$ cat src/rtl/ram_arbiter_pkg.sv
// Shared types and constants for the two-requester RAM arbiter.
package ram_arbiter_pkg;

  // One memory request as presented by either master.
  typedef struct packed {
    logic [31:0] addr;
    logic        iswrite;
    logic [3:0]  wbe;
    logic [31:0] data;
  } mem_rq_t;

  // Requester identifier: 0 = processor port, 1 = secondary master.
  typedef logic rq_id_t;

  localparam rq_id_t      RQ_ID_CPU   = 1'b0;
  localparam rq_id_t      RQ_ID_AUX   = 1'b1;

  // Data returned for requests that fall outside the RAM.
  localparam logic [31:0] RS_OOB_DATA = 32'h0000_0000;

endpackage

$ cat src/rtl/ram_arbiter_rr_grant2.sv
// Two-way grant logic. By default both-valid conflicts alternate between
// requesters (last_winner_q resets to 1 so requester 0 wins first).
// With RAM_ARBITER_FIXED_PRIO_EN defined requester 0 always wins and no
// state is kept.
module rr_grant2
  import ram_arbiter_pkg::*;
(
  input  logic clk,
  input  logic resetn,
  input  logic req0_i,
  input  logic req1_i,
  output logic gnt0_o,
  output logic gnt1_o
);

`ifdef RAM_ARBITER_FIXED_PRIO_EN

  // Clock and reset are only needed for the round-robin state.
  logic unused_clk_rst;
  assign unused_clk_rst = clk ^ resetn;

  assign gnt0_o = req0_i;
  assign gnt1_o = req1_i & ~req0_i;

`else

  rq_id_t last_winner_q;
  rq_id_t last_winner_d;

  // Grant the single valid requester, or on conflict the one that lost last time.
  always_comb begin
    gnt0_o        = req0_i & ~req1_i;
    gnt1_o        = req1_i & ~req0_i;
    last_winner_d = last_winner_q;
    if (req0_i && req1_i) begin
      if (last_winner_q == RQ_ID_AUX) begin
        gnt0_o        = 1'b1;
        last_winner_d = RQ_ID_CPU;
      end else begin
        gnt1_o        = 1'b1;
        last_winner_d = RQ_ID_AUX;
      end
    end
  end

  // Remember who won the most recent conflict.
  always_ff @(posedge clk or negedge resetn) begin
    if (!resetn) begin
      last_winner_q <= RQ_ID_AUX;
    end else begin
      last_winner_q <= last_winner_d;
    end
  end

`endif

endmodule

$ cat src/rtl/ram_arbiter.sv
// Shares one single-port BRAM (1-cycle read latency) between the processor
// port (requester 0) and a secondary master (requester 1). Out-of-range
// requests are answered locally with zero data and flag oob_err.
// Optional build macro: RAM_ARBITER_FIXED_PRIO_EN (requester 0 always wins).
module ram_arbiter
  import ram_arbiter_pkg::*;
#(
  parameter int LGSZW = 13
) (
  input  logic               clk,
  input  logic               resetn,
  input  logic               rq0_valid,
  output logic               rq0_ready,
  input  logic [31:0]        rq0_addr,
  input  logic               rq0_iswrite,
  input  logic [3:0]         rq0_wbe,
  input  logic [31:0]        rq0_data,
  input  logic               rq1_valid,
  output logic               rq1_ready,
  input  logic [31:0]        rq1_addr,
  input  logic               rq1_iswrite,
  input  logic [3:0]         rq1_wbe,
  input  logic [31:0]        rq1_data,
  output logic               rs0_en,
  output logic [31:0]        rs0_data,
  output logic               rs1_en,
  output logic [31:0]        rs1_data,
  output logic [LGSZW+1:0]   ram_addr,
  output logic               ram_rq_en,
  output logic               ram_write_enable,
  output logic [3:0]         ram_wbe,
  output logic [31:0]        ram_write,
  input  logic               ram_rs_en,
  input  logic [31:0]        ram_read,
  output logic               oob_err,
  output logic [15:0]        conflict_cnt
);

  mem_rq_t rq0, rq1, sel_rq;
  logic    gnt0, gnt1, accept, in_range;
  logic    pend_valid_q, pend_oob_q;
  rq_id_t  pend_id_q;
  logic    oob_err_q;
  logic [15:0] conflict_cnt_q;
  logic    rs_fire;
  logic [31:0] rs_data;

  assign rq0 = '{addr: rq0_addr, iswrite: rq0_iswrite, wbe: rq0_wbe, data: rq0_data};
  assign rq1 = '{addr: rq1_addr, iswrite: rq1_iswrite, wbe: rq1_wbe, data: rq1_data};

  // Valids are masked while in reset so ready reads 0 there.
  rr_grant2 u_grant (
    .clk    (clk),
    .resetn (resetn),
    .req0_i (rq0_valid & resetn),
    .req1_i (rq1_valid & resetn),
    .gnt0_o (gnt0),
    .gnt1_o (gnt1)
  );

  assign rq0_ready = gnt0;
  assign rq1_ready = gnt1;
  assign accept    = gnt0 | gnt1;
  assign sel_rq    = gnt1 ? rq1 : rq0;
  assign in_range  = (sel_rq.addr[31:LGSZW+2] == '0);

  // Only in-range accepts reach the RAM; out-of-range stores are dropped.
  always_comb begin
    ram_rq_en        = accept & in_range;
    ram_write_enable = ram_rq_en & sel_rq.iswrite;
    ram_addr         = sel_rq.addr[LGSZW+1:0];
    ram_wbe          = ram_rq_en ? sel_rq.wbe  : 4'h0;
    ram_write        = ram_rq_en ? sel_rq.data : 32'h0;
  end

  // Pending tag tracks who owns the response due next cycle.
  always_ff @(posedge clk or negedge resetn) begin
    if (!resetn) begin
      pend_valid_q <= 1'b0;
      pend_id_q    <= RQ_ID_CPU;
      pend_oob_q   <= 1'b0;
    end else begin
      pend_valid_q <= accept;
      pend_id_q    <= accept ? rq_id_t'(gnt1) : RQ_ID_CPU;
      pend_oob_q   <= accept & ~in_range;
    end
  end

  // Sticky out-of-range flag and saturating conflict counter.
  always_ff @(posedge clk or negedge resetn) begin
    if (!resetn) begin
      oob_err_q      <= 1'b0;
      conflict_cnt_q <= 16'h0;
    end else begin
      if (accept && !in_range) oob_err_q <= 1'b1;
      if (rq0_valid && rq1_valid && conflict_cnt_q != 16'hffff)
        conflict_cnt_q <= conflict_cnt_q + 16'h1;
    end
  end

  assign oob_err      = oob_err_q;
  assign conflict_cnt = conflict_cnt_q;

  // Steer the RAM (or local zero) response to the requester that issued it.
  always_comb begin
    rs_fire  = pend_valid_q & (pend_oob_q | ram_rs_en);
    rs_data  = pend_oob_q ? RS_OOB_DATA : ram_read;
    rs0_en   = rs_fire & (pend_id_q == RQ_ID_CPU);
    rs1_en   = rs_fire & (pend_id_q == RQ_ID_AUX);
    rs0_data = rs0_en ? rs_data : 32'h0;
    rs1_data = rs1_en ? rs_data : 32'h0;
  end

  // A RAM response with nothing in-range pending is a protocol error.
  always_ff @(posedge clk) begin
    if (resetn) begin
      assert (!(ram_rs_en && (!pend_valid_q || pend_oob_q)));
    end
  end

endmodule

$ cat config.mk
export PLATFORM = sky130hd
export DESIGN_NAME = ram_arbiter
export DESIGN_NICKNAME = d
export VERILOG_FILES = /design/src/rtl/ram_arbiter_pkg.sv /design/src/rtl/ram_arbiter_rr_grant2.sv /design/src/rtl/ram_arbiter.sv
export SDC_FILE = /design/constraint.sdc
export NUM_CORES = 1
export LEC_CHECK = 0
export ABC_CLOCK_PERIOD_IN_PS = 5220
export CAP_MARGIN = 10
export CORE_AREA = 2 2 122 124
export CTS_CLUSTER_SIZE = 12
export DETAILED_ROUTE_END_ITERATION = 12
export DIE_AREA = 0 0 124 126
export GPL_ROUTABILITY_DRIVEN = 0
export SLEW_MARGIN = 5
export SYNTH_ARGS = -nofsm -noshare
export SYNTH_HDL_FRONTEND = slang
export SYNTH_SLANG_ARGS = --single-unit
$ cat constraint.sdc
create_clock -name clk -period 5.22 [get_ports clk]
set_input_delay 0.522 -clock clk [delete_from_list [all_inputs] [get_ports clk]]
set_output_delay 0.522 -clock clk [all_outputs]
set_load 0.03 [all_outputs]
==> reports/metrics.json <==
{
  "globalRoute.totalOverflow": 0,
  "ys_seq_area_share_pct": 20.0,
  "tns_ns": 0,
  "netlist_top_cells_area": "sky130_fd_sc_hd__dfrtp_1 (19%), sky130_fd_sc_hd__nand3_1 (11%), sky130_fd_sc_hd__nor2_1 (9.5%), sky130_fd_sc_hd__nand2_1 (7.8%), sky130_fd_sc_hd__nand2b_1 (7.6%)",
  "floorplan.rows": 44,
  "maxSlewViolCount": 0,
  "netlist_area_um2": 2640,
  "cap_viol_max_count": 0,
  "total_power_density_per_cell_area_nw_per_um2": 153,
  "path_max_fanout": 25,
  "final_hold_viol_count": 0,
  "yosysWarnings": 0,
  "run_status": "finished, final reports clean",
  "cts_tree": "yes",
  "areaGrowthSynthToFinish_pct": 127,
  "cts_setup_buffers": 0,
  "worst-endpoint-arrival_ns": 3.44,
  "nFillCells": 1478,
  "dpl_wire_length_um": 11300,
  "ctsRootBufferMaster": "sky130_fd_sc_hd__clkbuf_16",
  "worst-endpoint-required_ns": 4.70,
  "die_footprint_um2": 15600,
  "synthDominantCellAreaShare_pct": 19.0,
  "numPortBuffers": 312,
  "ctsHoldBuffers": 0,
  "holdCritPathClass": "flop to flop",
  "synth.distinct_cells": 42,
  "cts.htree.levels": 1,
  "number_of_instances_resized_during_post_cts_repair": 0,
  "max_root_sink_buffers": 2,
  "drive_gt1_share_pct": 9.65,
  "grt_antenna_before_repair": 0,
  "drtIter0Drc": 94,
  "critical_path.startpoint_type": "primary input",
  "grt_pass1_vias": 3860,
  "postRouteWirelength_um": 13800,
  "detail_route.first_pass.iterations": 4,
  "clkLatencyLatePin_ns": 0.25,
  "timing.clock.skew_ns": 0.00179,
  "dr_total_vias": 3926,
  "power.leakage_nw": 2.12,
  "timing.critical_path.slowest_stage_cell": "sky130_fd_sc_hd__clkdlybuf4s50_1",
  "synth_nets": 569,
  "synth_seq_cells": 21,
  "cp_cell_sequence": "clkdlybuf4s50_1 > buf_4 > nand2_1 > or2_2 > inv_1 > nand2_1 > nand2_1 > clkdlybuf4s50_1",
  "top_level_ports": 313,
  "grt_max_degree": 40,
  "crit_path_max_incr_delay_ns": 0.70,
  "synth_top_area_cell": "sky130_fd_sc_hd__dfrtp_1",
  "postSynth.topFlopCell": "sky130_fd_sc_hd__dfrtp_1",
  "postLayoutCellArea_um2": 5980,
  "synth_edf_count": 0,
  "die_x_um": 124,
  "finalNetCount": 861,
  "syn-instance-count": 393,
  "core_area_um2": 14300,
  "vias_per_cell": 4.52,
  "ant_nets": 0,
  "cts.sinks": 21,
  "gr-usage-all-layers_pct": 16.4,
  "maxSlewHeadroom_pct": 44.0,
  "tightest_slew_ns": 0.840,
  "initial_core_util_pct": 18.4,
  "cts_inserted_buffers": 3,
  "remaining_drc_errors": 0,
  "die-height_um": 126,
  "place_area_um2": 5900,
  "setup_viol": 0,
  "routed_wire_per_std_cell_um": 15.9,
  "rsz0062_at_grt": "false",
  "async_reset_ff_share_pct": 100,
  "timing.fmax_mhz": 252,
  "wire_length_of_the_first_global_routing_pass_um": 20300,
  "fin_crit_ns": 3.96,
  "timing.final.crit_share_pct": 75.9,
  "insertedDiodeCount": 0,
  "vdd_ir_drop_max_mv": 0.105,
  "path_common_cell": "sky130_fd_sc_hd__nand2_1",
  "clk_pin_slew_ns": 0.06,
  "worst-setup-path-type": "primary input to output port",
  "worst_setup_path_end_kind": "output port",
  "synth_area_per_cell_um2": 6.71
}
-- sequential cells by signal, summed over array words and instances (netlist names) --
name,count
pend_id_q,1
oob_err,1
u_grant.last_winner_q,1
pend_oob_q,1
pend_valid_q,1
conflict_cnt,16
-- final cells by class --
cell class	count	area [µm²]	share of cell area, %
Timing Repair Buffer	320	3180	53.2
Clock inverter	1	5.00	0.0837
Tap cell	184	230	3.85
Sequential cell	21	527	8.81
Clock buffer	3	75.1	1.25
Multi-Input combinational cell	332	1940	32.4
Inverter	7	26.3	0.439
-- cells in the mapped netlist (2+ instances only) --
| master | count |
|---|---|
| sky130_fd_sc_hd__a21oi_1 | 19 |
| sky130_fd_sc_hd__a21oi_2 | 20 |
| sky130_fd_sc_hd__or3_1 | 2 |
| sky130_fd_sc_hd__buf_8 | 2 |
| sky130_fd_sc_hd__buf_1 | 2 |
| sky130_fd_sc_hd__dfrtp_1 | 20 |
| sky130_fd_sc_hd__nand2b_1 | 32 |
| sky130_fd_sc_hd__clkbuf_1 | 17 |
| sky130_fd_sc_hd__nor4_1 | 7 |
| sky130_fd_sc_hd__and3_1 | 3 |
| sky130_fd_sc_hd__or2_2 | 2 |
| sky130_fd_sc_hd__nand4_1 | 2 |
| sky130_fd_sc_hd__buf_2 | 11 |
| sky130_fd_sc_hd__inv_1 | 7 |
| sky130_fd_sc_hd__o2111ai_1 | 2 |
| sky130_fd_sc_hd__nand2_1 | 55 |
| sky130_fd_sc_hd__xor2_1 | 8 |
| sky130_fd_sc_hd__nand3_1 | 57 |
| sky130_fd_sc_hd__o21ai_0 | 2 |
| sky130_fd_sc_hd__nor3_1 | 7 |
| sky130_fd_sc_hd__nor2_1 | 67 |
| sky130_fd_sc_hd__nand3_2 | 20 |
| sky130_fd_sc_hd__and2_1 | 2 |
| sky130_fd_sc_hd__o311ai_0 | 2 |
| sky130_fd_sc_hd__xnor2_1 | 8 |
-- critical path, delay by kind of cell --
kind / cells / cell delay, ns
and+or+nand+nor: 4 / 0.88
buffers and inverters: 4 / 2.02
-- kinds of logic (layout without fill, tap and decap cells) --
logic type / after synthesis / after routing / synth area share (%)
xor gates and xnor gates: 16 / 16 / 5.31
muxes: 1 / 1 / 0.427
AOI/OAI and AO/OA: 48 / 48 / 13.0
buffers and inverters: 40 / 331 / 7.35
DFF: 21 / 21 / 20.0
and+or+nand+nor: 266 / 266 / 53.5
adders and majority gates: 1 / 1 / 0.474
-- through the flow --
| step | power, mW | hold slack, ns | utilization (%) | instances | setup WS, ns |
|---|---|---|---|---|---|
| global route | 0.966 | 0.516 | 41.8 | 868 | 1.04 |
| CTS | 0.930 | 0.508 | 41.8 | 868 | 1.22 |
| global placement | 0.757 | 0.475 | 41.2 | 864 | 1.32 |
| floorplan | 0.469 | 0.226 | - | 393 | 2.70 |
| detailed placement | 0.765 | 0.486 | 41.2 | 864 | 1.23 |
| finish | 0.918 | 0.505 | 41.8 | 868 | 1.26 |
-- power breakdown --
| part | total [mW] | internal [mW] | switching, mW | leakage [nW] |
|---|---|---|---|---|
| registers | 0.248 | 0.198 | 0.0507 | 0.267 |
| clock network | 0.161 | 0.103 | 0.0583 | 0.0409 |
| logic | 0.508 | 0.259 | 0.250 | 1.81 |
| total | 0.918 | 0.559 | 0.359 | 2.12 |
-- final timing paths --
| kind | start | to | slack (ns) | depth (start not counted) |
|---|---|---|---|---|
| min in group asynchronous | resetn | conflict_cnt[13] | 0.63 | 2 |
| min | u_grant.last_winner_q | u_grant.last_winner_q | 0.51 | 1 |
| min reg2reg | u_grant.last_winner_q | u_grant.last_winner_q | 0.51 | 1 |
| max reg2reg | u_grant.last_winner_q | oob_err | 3.36 | 4 |
| max | resetn | ram_addr[12] | 1.26 | 8 |
| max in group asynchronous | resetn | u_grant.last_winner_q | 4.29 | 2 |
-- metal layers --
metal  wire [µm]  GRT usage [%]  part of all wire, %
met3        1210           2.99                  8.8
met1        5390           19.3                   39
met5           0              0                    0
met2        7050           30.8                   51
met4         153           2.78                  1.1
-- layout by cell type (no fill, tap or decap), types with 3 or more instances in the layout --
cell type and n:
sky130_fd_sc_hd__a21oi_1 19, sky130_fd_sc_hd__dfrtp_1 20, sky130_fd_sc_hd__inv_1 7, sky130_fd_sc_hd__a21oi_2 20, sky130_fd_sc_hd__clkbuf_16 3, sky130_fd_sc_hd__nor3_1 6
sky130_fd_sc_hd__nor2_1 67, sky130_fd_sc_hd__nand2_1 55, sky130_fd_sc_hd__nand3_2 20, sky130_fd_sc_hd__buf_4 8, sky130_fd_sc_hd__xor2_1 8, sky130_fd_sc_hd__nand3_1 57
sky130_fd_sc_hd__nor4_1 7, sky130_fd_sc_hd__nand2b_1 32, sky130_fd_sc_hd__clkdlybuf4s50_1 312, sky130_fd_sc_hd__xnor2_1 8, sky130_fd_sc_hd__and3_1 3
Power figures use the tool's default switching activity.
==> variant 1: new RTL, config.mk and constraints unchanged <==
`LGSZW`: 13 -> 14.
--- a/src/rtl/ram_arbiter.sv
+++ b/src/rtl/ram_arbiter.sv
@@ -5,7 +5,7 @@
 module ram_arbiter
   import ram_arbiter_pkg::*;
 #(
-  parameter int LGSZW = 13
+  parameter int LGSZW = 14
 ) (
   input  logic               clk,
   input  logic               resetn,
Interface: changed (resized ram_addr); port bits go from 313 to 314. The function was not compared with the original's and may differ.
==> variant 1 against the unedited design <==
Sequential cell count stayed put. Design area decreased by 3.2%. Critical path depth shrank 1. Routed wire length down 1.2%. Worst hold slack got worse by 32 ps. Setup slack gained 170 ps. Power is 1.4% higher. Register-to-register slack worse by 120 ps. Synthesized area shrank 8.2%. Critical path type unchanged. Critical endpoint is now ram_wbe[1]. Largest power group unchanged.
==> variant 1: results (changes against the unedited design) <==
The filler cell count in the final layout came out at 1460 (-1.2%). The fraction of met1 tracks used by global routing was 17.35% (-2.0 points). The first-pass GRT wire length is 20.11 mm (-0.75%). The least setup slack across all paths after layout came to 1430 ps (+170.5 ps).

The largest voltage drop on the vdd net is 142.9 uV (+37%). The clock-pin transition on the worst setup and hold timing paths came to 60 ps (about the same). The power share of the sequential group is 26.6% (-0.5 points).

The switching power summed over all nets was 0.0003623 W (+0.99%). The per-cell via count in the routed design came out at 4.543 (+0.44%). The area after detailed placement came out at 0.005713 sq mm (-3.2%). The depth of the worst register-to-register path came out at 5 (+1). The worst hold-check slack is 473.8 ps (-31.54 ps). The sequential element share of the synthesized area is 21.73% (+1.8 points). The area occupied by multi-input gates came out at 0.001737 sq mm (-10%).

The static leakage is 2.100 nW (-0.85%). The tightest min-delay check is of the flip-flop to flip-flop type. The data arrival at the endpoint of the critical path is 3270 ps (-170 ps). The first-pass detailed-route iteration total was 6 (+2). The number of nets in the synthesized netlist came out at 570 (+0.18%).

Sorting the synthesized cells by how often they occur yields 81 x nand3_1, 68 x nor2_1, 57 x nand2_1, 39 x a21oi_1, 32 x nand2b_1. The met3 track demand over resource in global routing was 3.623% (+0.63 points). The final worst clock skew came to 1.789 ps (+0.002390 ps). The fraction of final layout cells with drive strength greater than 1 came out at 3.057% (-6.6 points).

The highest net fanout along the worst path is 30 (+20%). The layout multi-input combinational cell count is 334 (+0.60%). The number of global-route vias before repair came to 3966 (+2.7%). The number of CTS-inserted buffers was 3 (unchanged).

The final setup violation count came out at 0 (unchanged). The maximum number of pins on one net before global-route repair was 39 (-2.5%). The non-clock buffering overhead in the final layout is 55.12% (+1.9 points). By area the synthesized netlist is led by dfrtp_1 21%, nand3_1 17%, nor2_1 11%. The final design utilization came out at 40.47% (-1.3 points). The total length of routed wires is 13.64 mm (-1.2%). The met3 wire length was 1.406 mm (+16%). The number of nets in the finished design is 864 (+0.35%). The clock power share came out at 17.3% (-0.3 points).

The slew at the pin closest to its max-slew limit came to 917.3 ps (+77.44 ps). The placed instance count is 867 (+0.35%). The worst stage delay on the critical path came out at 720 ps (+20 ps).

The number of distinct library cells after synthesis came out at 38 (-9.5%). The reg2reg setup slack is 3240 ps (-120 ps). The global-route met2 utilization is 30.74% (-0.065 points). The initial DRC count was 144 (+53%).

The number of hold-repair buffers added at the cts stage came to 0 (unchanged). The sum of routed wire segments on met1 came out at 4.902 mm (-9.1%). The run finished with clean final reports. The post-detailed-route wirelength per cell came out at 15.66 microns (-1.6%). The mean instance size in the synthesized netlist is 6.151 sq um (-8.4%). The global-route usage over all layers is 15.82% (-0.56 points). The die span in x came to 124 microns (unchanged).

The quantity of I/O buffers inserted on ports is 313 (+0.32%). The clock buffer and inverter area fraction after layout came to 1.382% (+0.044 points). The worst-case setup slack after placement came out at 1443 ps (+214.6 ps). The number of diodes came out at 0 (unchanged). The total of plain and repair buffers excluding clock buffers is 321 (+0.31%). The met2 wirelength from detailed routing came out at 7.145 mm (+1.3%).
==> variant 1: cell count changes after synthesis, sizes merged, moves of 2 or more <==
cell / before / now
or4: 1 / 6
nand3: 77 / 81
nor3: 8 / 4
xnor2: 8 / 5
a31oi: 0 / 2
buf: 16 / 14
nand2: 55 / 57
o2111ai: 2 / 0
o311ai: 2 / 0
==> variant 1: cell families after synthesis <==
logic type	synth area share (%)
AO/OA/AOI/OAI	10.17
XOR/XNOR	5.059
adder cells (fa/ha/maj)	0.5162
buffers and inverters	7.279
flip-flops	21.73
multiplexers	0.9292
AND/OR/NAND/NOR	54.31
==> variant 1: final timing paths <==
kind / from / endpoint
min: oob_err / oob_err
max reg2reg: conflict_cnt[0] / conflict_cnt[1]
max: rq1_addr[17] / ram_wbe[1]
min reg2reg: oob_err / oob_err
min in group asynchronous: resetn / conflict_cnt[14]
max in group asynchronous: resetn / u_grant.last_winner_q
==> variant 2: new RTL, same settings <==
Without the edit above. Make the reset (`resetn`) synchronous in 3 clocked blocks.
--- a/src/rtl/ram_arbiter_rr_grant2.sv
+++ b/src/rtl/ram_arbiter_rr_grant2.sv
@@ -44,7 +44,7 @@
   end
 
   // Remember who won the most recent conflict.
-  always_ff @(posedge clk or negedge resetn) begin
+  always_ff @(posedge clk) begin
     if (!resetn) begin
       last_winner_q <= RQ_ID_AUX;
     end else begin
--- a/src/rtl/ram_arbiter.sv
+++ b/src/rtl/ram_arbiter.sv
@@ -74,7 +74,7 @@
   end
 
   // Pending tag tracks who owns the response due next cycle.
-  always_ff @(posedge clk or negedge resetn) begin
+  always_ff @(posedge clk) begin
     if (!resetn) begin
       pend_valid_q <= 1'b0;
       pend_id_q    <= RQ_ID_CPU;
@@ -87,7 +87,7 @@
   end
 
   // Sticky out-of-range flag and saturating conflict counter.
-  always_ff @(posedge clk or negedge resetn) begin
+  always_ff @(posedge clk) begin
     if (!resetn) begin
       oob_err_q      <= 1'b0;
       conflict_cnt_q <= 16'h0;
Behaviour: differs if resetn is asserted again (counterexample within 4 cycles, from zero or initial values and one cycle with resetn low); with resetn held inactive, the same outputs for 10 cycles.
==> variant 2 against the unedited design <==
Fmax rose by 5.7%. Design area shrank 2.8%. Setup slack improved by 210 ps. Die area unchanged. Global-route usage up 0.74 points. Sequential share of layout area down 1.6 points. Critical endpoint is now ram_rq_en. Synthesized area decreased by 6.7%. Critical path depth fell by 1. Routed wire length grew 4.1%. Power shrank 29%. Sequential cell count unchanged. Highest routed layer is now met5.
==> variant 2: results (changes against the unedited design) <==
The met3 track demand over resource in global routing came to 4.393% (+1.4 points). The depth of the worst register-to-register path is 5 (+1). In the synthesized netlist, the cells that appear most often are 82 x nand3_1, 68 x nor2_1, 62 x nand2_1, 49 x a21oi_1, 35 x nand2b_1.

The share of synthesized registers carrying an async set or reset came out at 0% (-100 points). The number of distinct library cells after synthesis came out at 40 (-4.8%). The most critical setup path has its endpoint at ram_rq_en. The post-detailed-route wirelength per cell came out at 15.95 microns (+0.28%). The complex-gate fraction of the synthesized area is 15.50% (+2.5 points). The highest metal layer used by the detailed router is met5. The sum of routed wire segments on met1 came to 5.668 mm (+5.1%). The quantity of I/O buffers inserted on ports came out at 312 (unchanged). The number of nets in the finished design came out at 894 (+3.8%). The run finished with clean final reports. The post-route clock period utilization is 71.80% (-4.1 points).

The clock-pin transition on the worst setup and hold timing paths is 60 ps (about the same). The worst setup path startpoint is resetn. The worst flop-to-flop path endpoint is conflict_cnt[6]. The cell area after layout is 0.005813 sq mm (-2.8%). The met2 wirelength from detailed routing is 7.106 mm (+0.79%).

The data arrival at the endpoint of the critical path came out at 3230 ps (-210 ps). The area occupied by multi-input gates is 0.001856 sq mm (-4.1%). The xor-xnor portion of the synthesized cell area came to 0.3557% (-5.0 points). The initial DRC count came out at 92 (-2.1%). The non-clock buffering overhead in the final layout is 54.76% (+1.5 points). The number of non-clock inverters in the layout is 11 (+4). The clock buffer and inverter area fraction after layout is 1.421% (+0.082 points). The number of nets in the synthesized netlist was 607 (+6.7%).

The combinational logic power was 0.000308 W (-39%). The half-perimeter wire length after placement is 11.87 mm (+5.3%). The mean instance size in the synthesized netlist is 5.713 sq um (-15%).

The per-cell via count in the routed design is 4.593 (+1.5%). The switching power summed over all nets is 0.0002037 W (-43%). The normalized max-slew margin was 45.68% (+1.7 points).

The global-route met2 utilization is 31.77% (+0.97 points). The layout multi-input combinational cell count is 361 (+8.7%). The filler cell count in the final layout came out at 1474 (-0.27%). The combinational cell fraction of total power was 47.6% (-7.8 points). The first-pass GRT wire length is 21.16 mm (+4.5%). The sequential cell area in the final layout came to 420.4 sq um (-20%). The fraction of final layout cells with drive strength greater than 1 is 2.789% (-6.9 points). The met3 wire length is 1.384 mm (+14%).

The largest voltage drop on the vdd net came out at 122.6 uV (+17%). The highest net fanout along the worst path came out at 38 (+52%). The static leakage came out at 1.973 nW (-6.8%). The sequential element share of the synthesized area came out at 17.07% (-2.9 points). The reg2reg setup slack is 3320 ps (-40 ps). The number of global-route vias before repair is 4064 (+5.3%).

In this run the critical register-to-register path is launched from conflict_cnt[1]. The adder-cell share of the synthesized area came out at 0.5081% (+0.034 points). The area after detailed placement is 0.005731 sq mm (-2.9%). The clock power share came out at 26.2% (+8.6 points).

The most used flip-flop cell after synthesis is dfxtp_1. The share of synthesized area spent on multiplexers came to 1.220% (+0.79 points).
==> variant 2: cell count changes in the layout (fill, tap and decap cells not counted), sizes merged, moves of 4 or more <==
cell	unedited run	this run
nand3	77	82
a21oi	39	49
o31ai	0	7
or4	1	7
nor3	8	3
o21ai	2	7
inv	7	11
nand2	55	62
xor2	8	0
xnor2	8	1
dfrtp	20	0
dfxtp	0	21
==> variant 2: worst max-delay path: stages <==
cell             delay (ps)
clkdlybuf4s50_1         930
nand2_1                  90
and3b_1                 230
buf_4                   350
nand2_1                 140
a21oi_1                 200
clkdlybuf4s50_1         750
==> variant 2: worst min-delay path by stage <==
stage | startpoint | end | slack, ps | cells after the start
floorplan | u_grant.last_winner_q | u_grant.last_winner_q | 490 | 2
global placement | oob_err | oob_err | 460 | 1
global route | oob_err | oob_err | 520 | 1
finish | conflict_cnt[15] | conflict_cnt[15] | 490 | 2
detailed placement | conflict_cnt[15] | conflict_cnt[15] | 490 | 2
CTS | conflict_cnt[15] | conflict_cnt[15] | 500 | 2
